==> src/rtl/counter_ctrl_pkg.sv <==
`default_nettype none
// ============================================================================
// Module      : counter_ctrl_pkg
// Description : Shared constants for the counter run controller: FSM state
//               encodings and the default datapath width.
// Revision    : 1.0 - initial release
// ============================================================================
package counter_ctrl_pkg;

    // Default width of the counter, limit and pass counter
    localparam int DEFAULT_WIDTH = 4;

    // FSM state encodings, visible to the host on the state output
    localparam logic [1:0] ST_IDLE  = 2'b00;
    localparam logic [1:0] ST_RUN   = 2'b01;
    localparam logic [1:0] ST_PAUSE = 2'b10;
    localparam logic [1:0] ST_DONE  = 2'b11;

endpackage : counter_ctrl_pkg
`default_nettype wire

==> src/rtl/counter_core.sv <==
`default_nettype none
// ============================================================================
// Module      : counter_core
// Description : Plain WIDTH-bit up-counter with synchronous reset, a clear
//               strobe and a count enable. Clear takes priority over enable.
// Revision    : 1.0 - initial release
// ============================================================================
module counter_core #(
    parameter int WIDTH = 4
) (
    input  logic             clock,
    input  logic             reset,
    input  logic             clear,
    input  logic             enable,
    output logic [WIDTH-1:0] q
);

    localparam logic [WIDTH-1:0] C_ONE = {{(WIDTH-1){1'b0}}, 1'b1};

    logic [WIDTH-1:0] r_q;

    // Counter register: reset/clear to zero, otherwise step when enabled
    always_ff @(posedge clock) begin
        if (reset || clear) begin
            r_q <= '0;
        end else if (enable) begin
            r_q <= r_q + C_ONE;
        end
    end

    assign q = r_q;

endmodule : counter_core
`default_nettype wire

==> src/rtl/counter_run_controller.sv <==
`default_nettype none
// ============================================================================
// Module      : counter_run_controller
// Description : Runs the embedded up-counter through limit+1 counts per pass,
//               with start/pause/abort control, one-shot or auto-repeat
//               operation, a one-cycle done pulse and a completed-pass count.
// Revision    : 1.0 - initial release
// ============================================================================
module counter_run_controller
    import counter_ctrl_pkg::*;
#(
    parameter int WIDTH = DEFAULT_WIDTH
) (
    input  logic             clock,
    input  logic             reset,
    input  logic             start,
    input  logic [WIDTH-1:0] limit,
    input  logic             repeat_mode,
    input  logic             pause,
    input  logic             abort,
    output logic [WIDTH-1:0] count,
    output logic             busy,
    output logic             done,
    output logic [WIDTH-1:0] pass_cnt,
    output logic [1:0]       state
);

    localparam logic [WIDTH-1:0] C_ONE = {{(WIDTH-1){1'b0}}, 1'b1};

    logic [1:0]       r_state;
    logic [1:0]       w_next_state;
    logic [WIDTH-1:0] r_limit_q;
    logic             r_mode_q;
    logic [WIDTH-1:0] r_pass_cnt;
    logic             r_done;
    logic [WIDTH-1:0] w_count;

    // Control strobes decoded from the current state and inputs
    logic w_load;      // start accepted: latch limit/mode, restart the run
    logic w_clear;     // zero the counter (start, abort, repeat wrap)
    logic w_enable;    // plain increment
    logic w_terminal;  // terminal count reached in an active RUN cycle

    // State register
    always_ff @(posedge clock) begin
        if (reset) begin
            r_state <= ST_IDLE;
        end else begin
            r_state <= w_next_state;
        end
    end

    // Next-state decode; abort outranks pause, pause outranks the terminal count
    always_comb begin
        w_next_state = r_state;
        case (r_state)
            ST_IDLE: begin
                if (start) begin
                    w_next_state = ST_RUN;
                end
            end
            ST_RUN: begin
                if (abort) begin
                    w_next_state = ST_IDLE;
                end else if (pause) begin
                    w_next_state = ST_PAUSE;
                end else if (w_count == r_limit_q) begin
                    w_next_state = r_mode_q ? ST_RUN : ST_DONE;
                end
            end
            ST_PAUSE: begin
                if (abort) begin
                    w_next_state = ST_IDLE;
                end else if (!pause) begin
                    w_next_state = ST_RUN;
                end
            end
            ST_DONE: begin
                if (abort) begin
                    w_next_state = ST_IDLE;
                end else if (start) begin
                    w_next_state = ST_RUN;
                end
            end
            default: w_next_state = ST_IDLE;
        endcase
    end

    // Output/strobe decode driving the counter datapath and bookkeeping registers
    always_comb begin
        w_load     = 1'b0;
        w_clear    = 1'b0;
        w_enable   = 1'b0;
        w_terminal = 1'b0;
        case (r_state)
            ST_IDLE: begin
                w_load  = start;
                w_clear = start;
            end
            ST_RUN: begin
                if (abort) begin
                    w_clear = 1'b1;
                end else if (!pause) begin
                    if (w_count == r_limit_q) begin
                        w_terminal = 1'b1;
                        // Repeat mode wraps to zero; one-shot holds at the limit
                        w_clear    = r_mode_q;
                    end else begin
                        w_enable = 1'b1;
                    end
                end
            end
            ST_PAUSE: begin
                w_clear = abort;
            end
            ST_DONE: begin
                if (abort) begin
                    w_clear = 1'b1;
                end else if (start) begin
                    w_load  = 1'b1;
                    w_clear = 1'b1;
                end
            end
            default: begin
                w_clear = 1'b1;
            end
        endcase
    end

    // Run configuration, latched only when a start is accepted
    always_ff @(posedge clock) begin
        if (reset) begin
            r_limit_q <= '0;
            r_mode_q  <= 1'b0;
        end else if (w_load) begin
            r_limit_q <= limit;
            r_mode_q  <= repeat_mode;
        end
    end

    // Completed-pass counter; wraps silently and restarts on each accepted start
    always_ff @(posedge clock) begin
        if (reset || w_load) begin
            r_pass_cnt <= '0;
        end else if (w_terminal) begin
            r_pass_cnt <= r_pass_cnt + C_ONE;
        end
    end

    // Done pulse, registered one cycle after the terminal count
    always_ff @(posedge clock) begin
        if (reset) begin
            r_done <= 1'b0;
        end else begin
            r_done <= w_terminal;
        end
    end

    counter_core #(
        .WIDTH (WIDTH)
    ) u_counter_core (
        .clock  (clock),
        .reset  (reset),
        .clear  (w_clear),
        .enable (w_enable),
        .q      (w_count)
    );

    assign count    = w_count;
    assign busy     = (r_state == ST_RUN) || (r_state == ST_PAUSE);
    assign done     = r_done;
    assign pass_cnt = r_pass_cnt;
    assign state    = r_state;

endmodule : counter_run_controller
`default_nettype wire
==> config.mk <==
export PLATFORM = sky130hd
export DESIGN_NAME = counter_run_controller
export DESIGN_NICKNAME = d
export VERILOG_FILES = /design/src/rtl/counter_ctrl_pkg.sv /design/src/rtl/counter_core.sv /design/src/rtl/counter_run_controller.sv
export SDC_FILE = /design/constraint.sdc
export NUM_CORES = 1
export LEC_CHECK = 0
export BUFFER_PORTS_ARGS = -buffer_cell sky130_fd_sc_hd__buf_2
export CORE_ASPECT_RATIO = 1.4
export CORE_MARGIN = 1.5
export CORE_UTILIZATION = 46
export CTS_CLUSTER_SIZE = 30
export DETAILED_ROUTE_END_ITERATION = 8
export PLACE_DENSITY = 0.73
export SETUP_SLACK_MARGIN = 0.15
export SLEW_MARGIN = 5
export SYNTH_ARGS = -nofsm -noshare
export SYNTH_HDL_FRONTEND = slang
export SYNTH_SLANG_ARGS = --single-unit
==> constraint.sdc <==
create_clock -name clock -period 1.7 [get_ports clock]
set_input_delay 0.17 -clock clock [delete_from_list [all_inputs] [get_ports clock]]
set_output_delay 0.17 -clock clock [all_outputs]
set_load 0.005 [all_outputs]
==> metrics.cfg <==
[yosys]
syn_area_per_cell_sq_um = 8.859
yosysTopAreaCellShare_pct = 36.16
synth_warnings = 0
synth_edf_count = 0
netlist_area_sq_um = 885.9
syn_nets = 117
ys_types = 29
synth_ff_type = dfxtp_1
synth_area_leaders = dfxtp_1, ha_1, mux2i_1, xor2_1, a21oi_1
async_flop_share_pct = 0
ys_ff_latch = 16
synthesis.instances = 100
yosysTopAreaCell = dfxtp_1
ys_seq_area_share_pct = 36.16

[power_and_ir_drop]
ir_drop_uv = 506.7
powerDensity_mw_per_mm2 = 742.0
p_leak_nw = 0.6395
power_mw = 1.032

[floorplanning]
die_area_sq_mm = 0.002202
die_w_um = 40.09
initial_core_util_pct = 49.79
rows = 18
core_sq_mm = 0.001779
die_y_um = 54.93
boundaryPins = 22

[min_path]
hp-class = primary input to register

[global_route]
grt_pass1_vias = 794
grt-ovfl-total = 0
antenna_found_initial = 0
grt_start_max_net_pins = 14
grt_use_total_pct = 23.60
grt_pass1_wl_um = 3381

[setup_path]
critPathLaunchType = register
end_kind = register
r2r_slack_ps = -50
cp-endpoint = pass_cnt[3]
criticalPathCategory = register to register
worstSetupStartpoint = r_limit_q[3]
worstPathMaxFanout = 7
timing.rr.end = pass_cnt[3]
r2r-start = r_limit_q[3]
cp.arrival_ps = 1980
r2r_cells = 4
cp.required_ps = 1930

[cells_and_area]
diodes = 0
fin_nets = 162
area_growth_pct = 57.06
fin_cells = 164
drive_gt1_share_pct = 54.17
finish.utilization_pct = 78.20

[timing]
worstMarginPinSlew_ps = 420.4
period_share_pct = 103.2
timing_hold_violations_final = 0
relSlewSlack_pct = 71.88
max_freq_ghz = 0.5702
setup_viol = 4
slew_viol_final = 0
post-route-worst-setup-slack_ps = -53.87
skew_ps = 8.317
rsz0062_at_grt = yes
finalCriticalPeriod_ps = 1754
fin_tns_setup_ps = -118.4

[route]
via_count = 931
routed_wl_um = 2542
wire_per_inst_um = 15.50
dr.pass1.iters = 4
dr.first_iter.drc_count = 7
via_per_inst = 5.677
route.detailed.drc = 0
ant_nets = 0

[cts]
cts-root-buf = clkbuf_4
clock_path_buffers = 2
cts-hold-fix-buffers = 0
clk_latency_ps = 300
cts_buffers = 3
cts_tree = built
cts_sinks = 16
path_clk_slew_ps = 90
cts.htree.levels = 1

[place]
io_buffers = 21
dp_slack_ps = -195.6
finalWeightedCongestion = 0.7821
place_inst = 156
dp_hpwl_um = 1652

[job]
maxCapViolCount = 0

[run_status]
outcome = finished, violations left
violations = negative setup slack

[cell type report]
class	count	area, sq um
Sequential cell	16	332.8
Timing Repair Buffer	42	279.0
Tap cell	20	25.02
Inverter	3	11.26
Fill cell	118	387.9
Multi-Input combinational cell	79	716.9
Clock buffer	4	26.28
[stage by stage]
stage | hold slack [ps] | cell area, sq um
2_1_floorplan | 313.9 | 913.4
3_3_place_gp | 400.6 | 1156
3_5_place_dp | 408.2 | 1156
4_1_cts | 103.2 | 1287
5_1_grt | 89.53 | 1391
6_report | 97.90 | 1391
[synthesized netlist by cell type (4+ instances only)]
cell / count
dfxtp_1: 16
a21oi_1: 8
ha_1: 7
nor2_1: 7
mux2i_1: 6
o21ai_0: 6
nand2b_1: 5
xor2_1: 5
nand3_1: 4
[critical path, stage by stage (launching register included)]
cell,delay (ps)
dfxtp_2,350
xor2_2,180
or4_4,590
or4_4,440
a21oi_2,140
[timing repair]
action | CTS | global route
resized for setup | 24 | 14
buffers inserted | 1 | 3
gates cloned | 0 | 0
pin swaps | 2 | 4
setup endpoints to repair | 15 | 16
[sequential cells by signal, summed over array words and instances, names as in the netlist]
| register | count |
|---|---|
| pass_cnt | 4 |
| done | 1 |
| state | 2 |
| r_mode_q | 1 |
| u_counter_core.q | 4 |
| r_limit_q | 4 |
[power breakdown]
| part | switching (mW) | internal (mW) | total [mW] |
|---|---|---|---|
| combinational | 0.195 | 0.208 | 0.403 |
| clock | 0.122 | 0.0915 | 0.213 |
| sequential | 0.0218 | 0.395 | 0.416 |
[per-layer routing]
metal | part of all wire, % | track usage [%] | vias up | routed length (um)
met3 | 2.6 | 4.800 | 5 | 66
met4 | 1.8 | 12.07 | 0 | 46
met2 | 57 | 41.94 | 17 | 1456
li1 | - | - | 457 | -
met5 | 0 | 0 | - | 0
met1 | 38 | 25.19 | 452 | 973
[worst min path at each step]
stage          startpoint      endpoint  slack (ps)  cells past startpoint
2_1_floorplan    limit[0]  r_limit_q[0]         310                      2
3_3_place_gp     limit[2]  r_limit_q[2]         400                      3
3_5_place_dp     limit[1]  r_limit_q[1]         410                      3
4_1_cts          limit[1]  r_limit_q[1]         100                      3
5_1_grt          limit[3]  r_limit_q[3]          90                      3
6_report         limit[3]  r_limit_q[3]         100                      3
[cells in the final DEF, fill, tap and decap left out, types with 4 or more instances in the layout]
cell type | netlist | routed
buf_2 | 1 | 21
buf_4 | 0 | 19
dfxtp_1 | 16 | 10
nor2_1 | 7 | 7
mux2i_1 | 6 | 6
a21oi_1 | 8 | 5
nand3_1 | 4 | 4
ha_1 | 7 | 4
dfxtp_2 | 0 | 4
[logic make-up after synthesis]
kind of cell / count (synthesis) / share of synthesized area [%]
buffers and inverters: 5 / 2.259
AND/OR/NAND/NOR: 35 / 22.04
adder cells (fa/ha/maj): 7 / 9.887
flip-flops: 16 / 36.16
multiplexers: 6 / 6.780
AO/OA/AOI/OAI: 26 / 17.94
XOR/XNOR: 5 / 4.943
No activity file was read; power rests on OpenSTA's default activity.
